--- config.mk ---
export PLATFORM = sky130hd
export DESIGN_NAME = fetch_sequencer
export DESIGN_NICKNAME = d
export VERILOG_FILES = /design/src/rtl/fetch_pkg.sv /design/src/rtl/fetch_timeout.sv /design/src/rtl/fetch_sequencer.sv
export SDC_FILE = /design/constraint.sdc
export NUM_CORES = 1
export LEC_CHECK = 0
export ABC_AREA = 1
export BUFFER_PORTS_ARGS = -buffer_cell sky130_fd_sc_hd__buf_2
export CAP_MARGIN = 20
export CELL_PAD_IN_SITES_DETAIL_PLACEMENT = 0
export CELL_PAD_IN_SITES_GLOBAL_PLACEMENT = 2
export CORE_ASPECT_RATIO = 1.25
export CORE_MARGIN = 2
export CORE_UTILIZATION = 24
export DETAILED_ROUTE_END_ITERATION = 12
export PLACE_DENSITY = 0.79
export SETUP_SLACK_MARGIN = 0.05
export SLEW_MARGIN = 20
export SYNTH_ARGS = -nofsm -noshare
export SYNTH_HDL_FRONTEND = slang
export SYNTH_HIERARCHICAL = 1
export SYNTH_SLANG_ARGS = --single-unit
--- constraint.sdc ---
create_clock -name clk -period 1.84 [get_ports clk]
set_clock_uncertainty 0.05 [all_clocks]
set_input_delay 0.368 -clock clk [delete_from_list [all_inputs] [get_ports clk]]
set_output_delay 0.368 -clock clk [all_outputs]
set_load 0.02 [all_outputs]
--- src/rtl/fetch_pkg.sv ---
// Shared types and sizing helpers for the instruction-fetch sequencer.
package fetch_pkg;

  localparam int ADDR_W_DEF  = 18;
  localparam int INSTR_W_DEF = 18;

  typedef enum logic [2:0] {
    ST_IDLE = 3'd0,
    ST_RDPC = 3'd1,
    ST_CAPT = 3'd2,
    ST_MEM  = 3'd3,
    ST_INC  = 3'd4,
    ST_DISP = 3'd5,
    ST_BR   = 3'd6,
    ST_ERR  = 3'd7
  } fetch_state_t;

  // Wide enough to hold every value from 0 up to wait_max.
  function automatic int wait_cnt_w(input int wait_max);
    return $clog2(wait_max + 1);
  endfunction

endpackage

--- src/rtl/fetch_timeout.sv ---
// Memory wait counter: counts stalled MEM cycles and flags the last allowed one.
module fetch_timeout
  import fetch_pkg::*;
#(
  parameter int WAIT_MAX = 15,
  parameter int CNT_W    = wait_cnt_w(WAIT_MAX)
) (
  input  logic             clk,
  input  logic             rst,
  input  logic             clr,
  input  logic             en,
  input  logic             load,
  input  logic [CNT_W-1:0] load_val,
  output logic             tc
);

  localparam logic [CNT_W-1:0] TC_VAL = CNT_W'(WAIT_MAX - 1);

  logic [CNT_W-1:0] count;

  always_ff @(posedge clk) begin
    if (rst || clr) begin
      count <= '0;
    end else if (load) begin
      count <= load_val;
    end else if (en) begin
      count <= count + 1'b1;
    end
  end

  // High in the WAIT_MAX-th stalled cycle; a miss in that cycle is fatal.
  assign tc = (count == TC_VAL);

endmodule

--- src/rtl/fetch_sequencer.sv ---
// Instruction-fetch controller: drives the PC strobes, fetches from memory and
// hands instructions to decode, redirecting the PC on taken branches.
module fetch_sequencer
  import fetch_pkg::*;
#(
  parameter int ADDR_W   = ADDR_W_DEF,
  parameter int INSTR_W  = INSTR_W_DEF,
  parameter int WAIT_MAX = 15
) (
  input  logic               clk,
  input  logic               rst,
  input  logic               run,
  input  logic               halt,
  output logic               re_PC,
  output logic               wr_PC,
  output logic               PCinc,
  output logic [ADDR_W-1:0]  PCin,
  input  logic [ADDR_W-1:0]  PCout,
  output logic               mem_rd,
  output logic [ADDR_W-1:0]  mem_addr,
  input  logic               mem_ack,
  input  logic [INSTR_W-1:0] mem_rdata,
  output logic [INSTR_W-1:0] ir,
  output logic               ir_valid,
  input  logic               ir_ready,
  input  logic               br_req,
  input  logic [ADDR_W-1:0]  br_target,
  output logic               br_ack,
  output logic               fetch_err,
  output logic               busy
);

  localparam int CNT_W = wait_cnt_w(WAIT_MAX);

  fetch_state_t      state, state_nxt;
  logic [ADDR_W-1:0] tgt_q;
  logic              hs;
  logic              tmo_clr;
  logic              tmo_en;
  logic              tmo_tc;

  assign hs      = (state == ST_DISP) && ir_ready;
  assign tmo_clr = (state != ST_MEM) || mem_ack;
  assign tmo_en  = (state == ST_MEM) && !mem_ack;

  fetch_timeout #(
    .WAIT_MAX (WAIT_MAX),
    .CNT_W    (CNT_W)
  ) u_timeout (
    .clk      (clk),
    .rst      (rst),
    .clr      (tmo_clr),
    .en       (tmo_en),
    .load     (1'b0),
    .load_val ('0),
    .tc       (tmo_tc)
  );

  always_ff @(posedge clk) begin
    if (rst) begin
      state <= ST_IDLE;
    end else begin
      state <= state_nxt;
    end
  end

  always_comb begin
    state_nxt = state;
    case (state)
      ST_IDLE: if (run && !halt) state_nxt = ST_RDPC;
      ST_RDPC: state_nxt = ST_CAPT;
      ST_CAPT: state_nxt = ST_MEM;
      ST_MEM: begin
        if (mem_ack)     state_nxt = ST_INC;
        else if (tmo_tc) state_nxt = ST_ERR;
      end
      ST_INC:  state_nxt = ST_DISP;
      ST_DISP: begin
        // A branch wins over halt; halt is honoured after the PC reload.
        if (ir_ready) begin
          if (br_req)    state_nxt = ST_BR;
          else if (halt) state_nxt = ST_IDLE;
          else           state_nxt = ST_RDPC;
        end
      end
      ST_BR:   state_nxt = halt ? ST_IDLE : ST_RDPC;
      ST_ERR:  state_nxt = ST_ERR;
      default: state_nxt = ST_IDLE;
    endcase
  end

  always_ff @(posedge clk) begin
    if (rst) begin
      mem_addr <= '0;
      ir       <= '0;
      tgt_q    <= '0;
    end else begin
      if (state == ST_CAPT)           mem_addr <= PCout;
      if (state == ST_MEM && mem_ack) ir       <= mem_rdata;
      if (hs && br_req)               tgt_q    <= br_target;
    end
  end

  // PC strobes are suppressed while reset is asserted so an aborted
  // sequence never disturbs the PC register.
  assign re_PC     = (state == ST_RDPC) && !rst;
  assign PCinc     = (state == ST_INC)  && !rst;
  assign wr_PC     = (state == ST_BR)   && !rst;
  assign br_ack    = (state == ST_BR);
  assign PCin      = tgt_q;
  assign mem_rd    = (state == ST_MEM);
  assign ir_valid  = (state == ST_DISP);
  assign fetch_err = (state == ST_ERR);
  assign busy      = (state != ST_IDLE) && (state != ST_ERR);

endmodule

**After elaboration in Yosys (flattened, before gate mapping)**

Index checks and enable logic that the tools add are counted.

- Equality and inequality tests: 13
- Reduce and logical (&&, ||, !) cells: 17
- Muxes and demuxes: 7
- $add $sub $neg: 1

Operator list:

| cell | count |
|---|---|
| $pmux 3 s8 | 1 |
| $mux 3 | 5 |
| $eq 3x3->1 const B | 4 |
| $logic_and 1x1->1 | 9 |
| $eq 3x2->1 const B | 2 |
| $add 4x1->4 const B | 1 |
| $eq 4x4->1 const B | 1 |
| $eq 3x1->1 const B | 1 |
| $logic_not 1->1 | 3 |
| $logic_not 3->1 | 1 |
| $ne 3x1->1 const B | 1 |
| $ne 3x2->1 const B | 1 |
| $ne 3x3->1 const B | 1 |
| $reduce_and 3->1 | 1 |
| $reduce_bool 3->1 | 1 |
| $logic_or 1x1->1 | 2 |
| $ne 2x1->1 const B | 1 |
| $ne 2x2->1 const B | 1 |
| $mux 1 | 1 |

- Word-level logic and storage cells: 43
- Output and inout port bits: 62
- Register bits after elaboration: 61

**Logic depth before layout (Yosys ltp)**

- Word-level depth: 4
- Mapped depth: 11
- Mapped depth without buffers: 10

**Cells and area by module**

Netlist, hierarchy kept.

By module, submodules not included:

| module | sequential area each (µm²) | instances | area each (µm²) | cells each |
|---|---|---|---|---|
| fetch_sequencer | 1141.1 | 1 | 2314.7 | 296 |
| fetch_timeout | 80.1 | 1 | 260.2 | 40 |

**Worst setup path after synthesis**

Ideal clock, no wire load.

- Path type: reg-to-output
- Start: reg state[0]
- End: out busy
- Data arrival time: 1.018 ns
- Path slack: 0.404 ns
- Cell stages (with the launch flop): 5
- Cell sequence: dfxtp_1 buf_4 nand3_1 inv_1 a21oi_1

- Word-level cells in the longest chain between the ends: 2
- Elaborated cells between the ends (all ways): 3

Ends and longest elaborated chain:

| item | line | RTL |
|---|---|---|
| from (decl) | fetch_sequencer.sv:35 | `fetch_state_t state, state_nxt;` |
| from (signal assigned) | fetch_sequencer.sv:63 | `state <= state_nxt;` |
| $ne 3x3->1 / $reduce_bool 3->1 (equally long branches) | fetch_sequencer.sv:114 | `assign busy = (state != ST_IDLE) && (state != ST_ERR);` |
| $logic_and 1x1->1 (*) | fetch_sequencer.sv:114 |  |
| to (decl) | fetch_sequencer.sv:30 | `output logic busy` |

Mark *: on every way between the ends. The rest lies on a longest branch, timed or not.

**Worst setup path in the final report**

- Start: reg state[1]
- End: out PCinc

- Word-level cells in the longest chain between the ends: 2

Ends and longest elaborated chain:

| item | line | RTL |
|---|---|---|
| $eq 3x3->1 | fetch_sequencer.sv:107 | `assign PCinc = (state == ST_INC) && !rst;` |
| $logic_and 1x1->1 | fetch_sequencer.sv:107 |  |
| to (decl) | fetch_sequencer.sv:16 | `output logic PCinc,` |

Every way passes these cells.

==> results.yml <==
timing:
  rsz0062_at_grt: "true"
  tns_ps: 0
  hold_viol: 0
  hold_ws_ps: 244
  fin_crit_sh_pct: 92.9
  setup_violations: 0
  fmax_mhz: 585
  slew_viol_final: 0
  finalCriticalPeriod_ps: 1710
worst_setup_path:
  crit_required_ps: 1420
  slowest_delay_ps: 370
  crit_path_cell_trace: "nor2_1, nand2_1, nor2_1, buf_2"
  cp_common_cell: "nor2_1"
  endpoint_kind: "output port"
  cp.arrival_ps: 1290
  criticalPathCategory: "reg -> out"
  path_max_fanout: 7
  critPathLaunchType: "flip-flop"
  cp_top_family: "simple AND/OR/NAND/NOR gates"
  slowest_stage: "dfxtp_1"
  path_buf_inv: 1
cts:
  clock_latency_ps: 330
  cts_buffers: 9
  cts_buffer_depth: 2
  ctsHoldBuffers: 0
  root_buffer: "clkbuf_16"
  cts_tree: "built"
  cts_max_level: 3
  path_clk_slew_ps: 50
  cts.sinks: 61
pwr:
  leakagePower_nw: 1.75
  powerDensity_mw_per_mm2: 1190
  peakVddDrop_mv: 0.409
cells_and_area:
  drive_gt1_share_pct: 35.8
  fin_cells: 601
  utilization_pct: 34.6
  n_antenna_cell: 0
  nNetsFinal: 527
  syn2layout_area_growth_pct: 41.3
  fill_cells: 1178
  design_area_mm2: 0.00364
routing:
  dr.first_iter.drc_count: 57
  post_drt_wl_per_cell_um: 11.7
  via_per_inst: 4.21
  route.vias.total: 2532
  drtPass1Iterations: 4
  totalWireLength_um: 7010
  drc: 0
  drt.antenna.violating_nets: 0
yosys:
  yosysMostFrequentCell: "dfxtp_1"
  postSynthCellCount: 336
  synthTopCellsByArea: "dfxtp_1, a21oi_1, o21ai_0"
  synth_top_area_cell: "dfxtp_1"
  synthTopCellsByCount: "dfxtp_1, a21oi_1, nand2_1, nor2_1, o21ai_0"
  async_reset_ff_share_pct: 0
  yosys_warnings: 6
  syn_area_per_cell_um2: 7.66
  seq_area_frac_synth_pct: 47.4
  ys.flop_type: "dfxtp_1"
  synth-seq-cells: 61
  synthDistinctLibCells: 27
  syn_area_mm2: 0.00257
  yosysTopAreaCellShare_pct: 47.4
  synth_edf_count: 0
global_routing:
  grt_use_total_pct: 12.4
  grt-ovfl-total: 0
  grt_pass1_vias: 2373
  antenna_found_initial: 0
  grt_pass1_wl_um: 11500
  grt_max_degree: 39
place:
  placed_cell_area_mm2: 0.00329
  port-buffer-count: 122
  dp_cells: 585
  dp_hpwl_um: 5040
  gp_congestion: 0.774
floorplanning:
  rows: 42
  die_y_um: 120
  start_util_pct: 24.5
  die_area_mm2: 0.0116
  die_w_um: 96.6
  io_pins: 123
  core_area_mm2: 0.0105
outcome:
  status: "completed"
hold_path:
  hold_path.class: "in -> reg"
job:
  cap_violations: 0
cells in the final DEF, fill, tap and decap left out:
cell	instances
buf_4	5
nand3b_4	1
inv_1	37
inv_6	1
nand3_2	1
conb_1	10
dfxtp_2	2
nand3_4	1
nand4_1	4
nand2_2	3
nor2_1	40
ha_1	2
o21ai_0	38
inv_2	2
buf_2	122
nor2_4	1
clkbuf_8	4
clkinv_2	1
nand3_1	28
nand2_1	40
nor2_2	13
xor2_1	1
dfxtp_1	59
bufinv_16	2
a21boi_0	2
clkbuf_16	9
a21oi_1	40
layout make-up:
type                       count  area [um2]  share of cell area (%)
inverter                      40         155                    4.26
clock inverter                 3        65.1                    1.79
clock buffer                  13         280                    7.70
timing repair buffer         127         648                    17.8
tap                          132         165                    4.54
sequential                    61        1220                    33.6
multi-input combinational    225        1100                    30.3
metrics by stage:
| stage | setup WS [ps] | total power, mW |
|---|---|---|
| detailed placement | 301 | 2.47 |
| global route | 38.7 | 4.59 |
| CTS | 53.6 | 4.42 |
| global placement | 336 | 2.46 |
| floorplan | 404 | 2.18 |
| finish | 131 | 4.34 |
cell families (layout without fill, tap and decap cells):
group	Yosys count	after routing	synth area share [%]
other	1	10	0.146
and+or+nand+nor	132	132	24.2
xor gates and xnor gates	1	1	0.340
buffers and inverters	59	183	11.1
DFF	61	61	47.4
AOI/OAI and AO/OA	80	80	15.7
adders and majority gates	2	2	0.972
power breakdown:
part           switching [mW]  total, mW  internal, mW
logic                   0.565      0.863         0.298
registers              0.0930       1.56          1.47
clock network           0.589       1.92          1.33
total                    1.25       4.34          3.10
state kept, by name, indices dropped and copies added (netlist names):
signal and flops:
mem_addr 18, state 3, u_timeout/count 4, ir 18, PCin 18
what timing repair did:
action | CTS | global route
gates resized for setup | 0 | 2
setup buffers | 0 | 0
endpoints found under the setup margin | 0 | 6
worst min-delay path, cell delays in order:
cell and delay, ps:
buf_2 70, o21ai_0 70, nor2_1 80
worst paths after layout:
kind,startpoint,to,slack (ps),cells past startpoint
worst max-delay path,state[1]$_SDFFE_PP0P_,PCinc,130,4
worst min-delay path,br_target[0],PCin[0]$_SDFFE_PP0P_,240,3
worst max register to register,state[1]$_SDFFE_PP0P_,u_timeout/count[3]$_SDFFE_PP0P_,340,8
worst min register to register,mem_addr[5]$_SDFFE_PP0P_,mem_addr[5]$_SDFFE_PP0P_,390,2
routing by layer:
layer / GRT usage (%) / share of wire [%] / wire (um)
met5: 0 / 0 / 0
met4: 7.04 / 2.4 / 170
met3: 2.97 / 4.9 / 341
met2: 20.4 / 49 / 3420
met1: 14.9 / 44 / 3080
No activity file was read; power rests on OpenSTA's default activity.
